==> src/rtl/instr_fetch_ctrl.sv <==
// Fetch controller: owns the PC, addresses the combinational instruction memory and
// buffers fetched words toward decode. Optional perf counters via `define FETCH_PERF_CNT_EN.
module instr_fetch_ctrl #(
    parameter logic [31:0] RESET_PC   = 32'h0000_0000,
    parameter int          MEM_WORDS  = 30,
    parameter int          FIFO_DEPTH = 2
) (
    input  logic        clk,
    input  logic        rst,
    input  logic        en,
    output logic [31:0] mem_addr,
    input  logic [31:0] mem_rdata,
    input  logic        redirect_valid,
    input  logic [31:0] redirect_pc,
    output logic        out_valid,
    input  logic        out_ready,
    output logic [31:0] out_instr,
    output logic [31:0] out_pc,
    output logic        fault,
`ifdef FETCH_PERF_CNT_EN
    output logic [31:0] perf_fetch_cnt,
    output logic [31:0] perf_stall_cnt,
`endif
    output logic [31:0] pc_q
);

    localparam int          PW          = (FIFO_DEPTH > 1) ? $clog2(FIFO_DEPTH) : 1;
    localparam logic [PW:0] DEPTH_C     = (PW+1)'(FIFO_DEPTH);
    localparam logic [31:0] MEM_WORDS_C = 32'(MEM_WORDS);

    localparam logic [1:0] S_IDLE  = 2'd0;
    localparam logic [1:0] S_FETCH = 2'd1;
    localparam logic [1:0] S_FAULT = 2'd2;

    logic [1:0]    state_q, state_d;
    logic [31:0]   pc_d;
    logic [PW:0]   count_q, count_d;
    logic [PW-1:0] head_q, head_d, tail_q, tail_d;
    logic          fault_q, fault_d;
    logic [31:0]   instr_buf_q [FIFO_DEPTH];
    logic [31:0]   pc_buf_q    [FIFO_DEPTH];
    logic          in_range, full, pop, push;

    assign mem_addr = {2'b00, pc_q[31:2]};
    assign in_range = (mem_addr < MEM_WORDS_C);
    assign full     = (count_q == DEPTH_C);
    // A redirect flushes the buffer, so a head handshake in that cycle is not a pop.
    assign pop      = out_valid & out_ready & ~redirect_valid;
    assign push     = (state_q == S_FETCH) & en & in_range & (~full | pop) & ~redirect_valid;

    always_comb begin
        state_d = state_q;
        pc_d    = pc_q;
        count_d = count_q;
        head_d  = head_q;
        tail_d  = tail_q;
        fault_d = fault_q;
        if (redirect_valid) begin
            state_d = S_FETCH;
            pc_d    = redirect_pc & ~32'h3;
            count_d = '0;
            head_d  = '0;
            tail_d  = '0;
            fault_d = 1'b0;
        end else begin
            case (state_q)
                S_IDLE:  if (en) state_d = S_FETCH;
                S_FETCH: if (!in_range) begin
                    state_d = S_FAULT;
                    fault_d = 1'b1;
                end
                default: ;
            endcase
            if (push) begin
                tail_d = tail_q + PW'(1);
                pc_d   = pc_q + 32'd4;
            end
            if (pop) head_d = head_q + PW'(1);
            case ({push, pop})
                2'b10:   count_d = count_q + (PW+1)'(1);
                2'b01:   count_d = count_q - (PW+1)'(1);
                default: ;
            endcase
        end
    end

    always_ff @(posedge clk) begin
        if (rst) begin
            state_q <= S_IDLE;
            pc_q    <= RESET_PC;
            count_q <= '0;
            head_q  <= '0;
            tail_q  <= '0;
            fault_q <= 1'b0;
        end else begin
            state_q <= state_d;
            pc_q    <= pc_d;
            count_q <= count_d;
            head_q  <= head_d;
            tail_q  <= tail_d;
            fault_q <= fault_d;
        end
    end

    // Buffer storage is data-only; outputs are masked while empty instead.
    always_ff @(posedge clk) begin
        if (push) begin
            instr_buf_q[tail_q] <= mem_rdata;
            pc_buf_q[tail_q]    <= pc_q;
        end
    end

    assign out_valid = (count_q != '0);
    assign out_instr = out_valid ? instr_buf_q[head_q] : 32'd0;
    assign out_pc    = out_valid ? pc_buf_q[head_q]    : 32'd0;
    assign fault     = fault_q;

`ifdef FETCH_PERF_CNT_EN
    logic [31:0] fetch_cnt_q, stall_cnt_q;
    logic        stall;

    assign stall = (state_q == S_FETCH) & en & in_range & full & ~pop & ~redirect_valid;

    always_ff @(posedge clk) begin
        if (rst) begin
            fetch_cnt_q <= '0;
            stall_cnt_q <= '0;
        end else begin
            if (push)  fetch_cnt_q <= fetch_cnt_q + 32'd1;
            if (stall) stall_cnt_q <= stall_cnt_q + 32'd1;
        end
    end

    assign perf_fetch_cnt = fetch_cnt_q;
    assign perf_stall_cnt = stall_cnt_q;
`endif

endmodule
==> config.mk <==
export PLATFORM = sky130hd
export DESIGN_NAME = instr_fetch_ctrl
export DESIGN_NICKNAME = d
export VERILOG_FILES = /design/src/rtl/instr_fetch_ctrl.sv
export SDC_FILE = /design/constraint.sdc
export NUM_CORES = 1
export LEC_CHECK = 0
export CAP_MARGIN = 15
export CORE_ASPECT_RATIO = 2
export CORE_MARGIN = 2
export CORE_UTILIZATION = 42
export CTS_CLUSTER_DIAMETER = 150
export CTS_CLUSTER_SIZE = 16
export DETAILED_ROUTE_END_ITERATION = 16
export PLACE_DENSITY = 0.73
export SYNTH_ARGS = -nofsm -noshare
export SYNTH_HDL_FRONTEND = slang
export SYNTH_SLANG_ARGS = --single-unit
==> constraint.sdc <==
create_clock -name clk -period 10.88 [get_ports clk]
set_input_delay 2.176 -clock clk [delete_from_list [all_inputs] [get_ports clk]]
set_output_delay 2.176 -clock clk [all_outputs]
set_load 0.01 [all_outputs]
==> out/results.tsv <==
stage	metric	value	unit
clocking	cts_sinks	162	
detailed_routing	drt_wl_total	15100	um
sta	fin_crit	4.90	ns
floorplanning	die_w	92.1	um
yosys	synthSimpleGateAreaFrac	0.0861	
yosys	synth_edf_count	124	
detailed_routing	drtIter0Drc	160	
final_layout	fillers	1233	
detailed_routing	vias	4079	
global_route	grt_max_degree	63	
sta	rsz0062_at_grt	no	
detailed_routing	wl_per_cell	18.0	um
yosys	synth_area	6520	um2
critical_path	startpoint_type	input pin	
clocking	ctsHoldBuffers	0	
global_route	antenna_found_initial	0	
yosys	syn-mean-instance-area	14.0	um2
global_route	grt_pass1_vias	4317	
final_layout	fin_area	8970	um2
final_layout	final_nets	698	
floorplanning	io_pins	199	
yosys	dominantRegCellSynth	edfxtp_1	
yosys	synth_top_family_by_area	multiplexers	
place	gp_congestion	0.779	
detailed_routing	m1WireLength	5180	um
sta	drv_slew	0	
sta	fin_worst_skew	0.0123	ns
place	dp_cells	806	
critical_path	cp.required	10.94	ns
detailed_routing	routed.top_layer	met4	
sta	fmax	204	MHz
critical_path	crit_type	in -> reg	
outcome	status	complete, no violations	
yosys	netlist_instances	465	
yosys	ys_seq_area_frac	0.688	
floorplanning	start_util	0.429	
yosys	synth_cell_type_count	36	
yosys	synth_top_area_frac	0.571	
floorplanning	dieArea	16600	um2
clocking	clk_latency	0.42	ns
final_layout	fin_util	0.590	
detailed_routing	first_pass_iters	4	
yosys	synth_adder_area_share	0.00384	
final_layout	antenna_cells	0	
clocking	numCtsBuffers	17	
yosys	yosysWarnings	0	
clocking	cts_resized	0	
detailed_routing	avgViaCountPerCell	4.87	
final_layout	fin_cells	838	
critical_path	path_max_fanout	34	
place	dpl.hpwl	10300	um
yosys	synth_xor_area_frac	0.00940	
global_route	grt-ovfl-total	0	
final_layout	drive_above_1_share	0.0734	
job	drv_cap	0	
detailed_routing	drc	0	
yosys	yosys.area.top_type	edfxtp_1	
critical_path	end_kind	flop	
yosys	synth_commonest_cells	edfxtp_1 (124), nor2_1 (97), mux2i_1 (88), dfxtp_1 (38), buf_4 (36)	
global_route	grt_pass1_wl	23200	um
global_route	grt_use_total	0.186	
yosys	synth_compound_gate_area_share	0.0190	
detailed_routing	route.met3.wl	535	um
sta	setup_viol	0	
sta	whs	0.481	ns
power	cellPowerDensity	152	nW/um2
sta	final_hold_viol_count	0	
sta	finalCritPeriodShare	0.451	
sta	slew_headroom	0.270	
floorplanning	rows	64	
place	placed_area	8390	um2
yosys	synth_area_leaders	edfxtp_1 (57%), mux2i_1 (14%), dfxtp_1 (12%)	
clocking	h-tree-depth	4	
floorplanning	die_height	180	um
power	cellLeakagePower	3.02	nW
yosys	synth_mux_area_frac	0.135	
final_layout	syn2layout_area_growth	37.6	%
yosys	synth.most_common_cell	edfxtp_1	
detailed_routing	met2_length	8980	um
floorplanning	design.core.area	15200	um2
place	port_buffers	190	
critical_path	startpoint	out_ready	
critical_path	r2r_start	pc_q[13]	
sta	fin_setup_tns	0	ns
clocking	clockBufferDepth	2	
clocking	root_buffer	clkbuf_16	
yosys	synth-async-reset-ratio	0	
clocking	cts_tree	done	
clocking	post_cts_buffers	0	
yosys	yosys_register_bits	162	
hold_path	hp-start	fault	
critical_path	worst_ep_arrival_time	4.96	ns
power	ir_worst_vdd	103	uV
clocking	clkTransAtPathRegs	0.06	ns
hold_path	hold_path_class	reg -> reg	
detailed_routing	ant_nets	0	
sta	worstMarginPinSlew	1.09	ns
==> registers in the layout, summed over array words and instances, names as in the netlist, named ones only <==
name / count
pc_buf_q: 60
pc_q: 30
head_q: 1
state_q: 2
fault: 1
count_q: 2
tail_q: 1
instr_buf_q: 64
==> kinds of logic (layout without fill, tap and decap cells) <==
logic type               Yosys count  in the layout
flip-flops                       162            162
XOR/XNOR                           7              7
AO/OA/AOI/OAI                     16             16
AND/OR/NAND/NOR                  124            124
other                              1              6
adder cells (fa/ha/maj)            2              2
buffers and inverters             65            235
multiplexers                      88             88
==> stage by stage <==
stage,total power [mW],worst slack (ns)
final,1.36,5.98
after global routing,1.41,5.74
after CTS,1.37,5.93
after detailed placement,0.788,5.51
after global placement,0.785,5.56
after floorplan,0.737,4.86
==> layer usage <==
| metal | global-route usage | up-vias |
|---|---|---|
| li1 | - | 1946 |
| met1 | 0.181 | 1989 |
| met2 | 0.361 | 125 |
| met3 | 0.0406 | 19 |
| met4 | 0.0824 | 0 |
| met5 | 0 | - |
==> report_power, final <==
part           internal [mW]  switching (mW)  leakage, nW
registers              0.672          0.0137         1.44
clock network          0.340           0.246        0.293
logic                 0.0536          0.0348         1.29
total                   1.07           0.294         3.02
==> critical path: stages <==
cell,delay (ns)
clkdlybuf4s50_1,0.51
nor2b_1,0.18
o211ai_1,0.14
nor4_4,0.44
nand2_1,0.21
nor2_4,0.70
buf_4,0.54
==> worst paths after layout <==
check	to	slack, ns	cells after the start
setup / recovery	pc_buf_q[0][2]	5.98	7
hold / removal	fault	0.48	2
setup reg to reg	pc_buf_q[0][2]	7.44	6
hold reg to reg	fault	0.48	2
==> layout make-up <==
cell class                      count  area [um2]  share of cell area
Sequential cell                   162        4490               0.500
Timing Repair Buffer              195        1930               0.216
Multi-Input combinational cell    243        1690               0.188
Clock buffer                       20         468              0.0522
Tap cell                          198         248              0.0276
Clock inverter                     12         114              0.0127
Inverter                            8        30.0             0.00335
==> placed cells by master, fill, tap and decap left out, types with 2 or more instances in the layout <==
cell type | netlist | final
clkdlybuf4s50_1 | 0 | 189
nor2_1 | 97 | 95
inv_1 | 8 | 8
mux2i_1 | 88 | 88
xor2_1 | 2 | 2
a21boi_0 | 2 | 2
a211oi_1 | 2 | 2
a21oi_1 | 3 | 3
nor4_4 | 2 | 2
ha_1 | 2 | 2
o31a_1 | 2 | 2
buf_4 | 36 | 5
inv_6 | 0 | 5
nand2_1 | 5 | 5
xnor2_1 | 5 | 5
nor2b_1 | 2 | 2
a41oi_1 | 2 | 2
nor2_4 | 0 | 2
edfxtp_1 | 124 | 124
nor4_1 | 4 | 4
nor3_1 | 6 | 6
dfxtp_1 | 38 | 37
conb_1 | 1 | 6
clkbuf_16 | 0 | 18
inv_4 | 0 | 5
(Power assumes the default switching activity.)
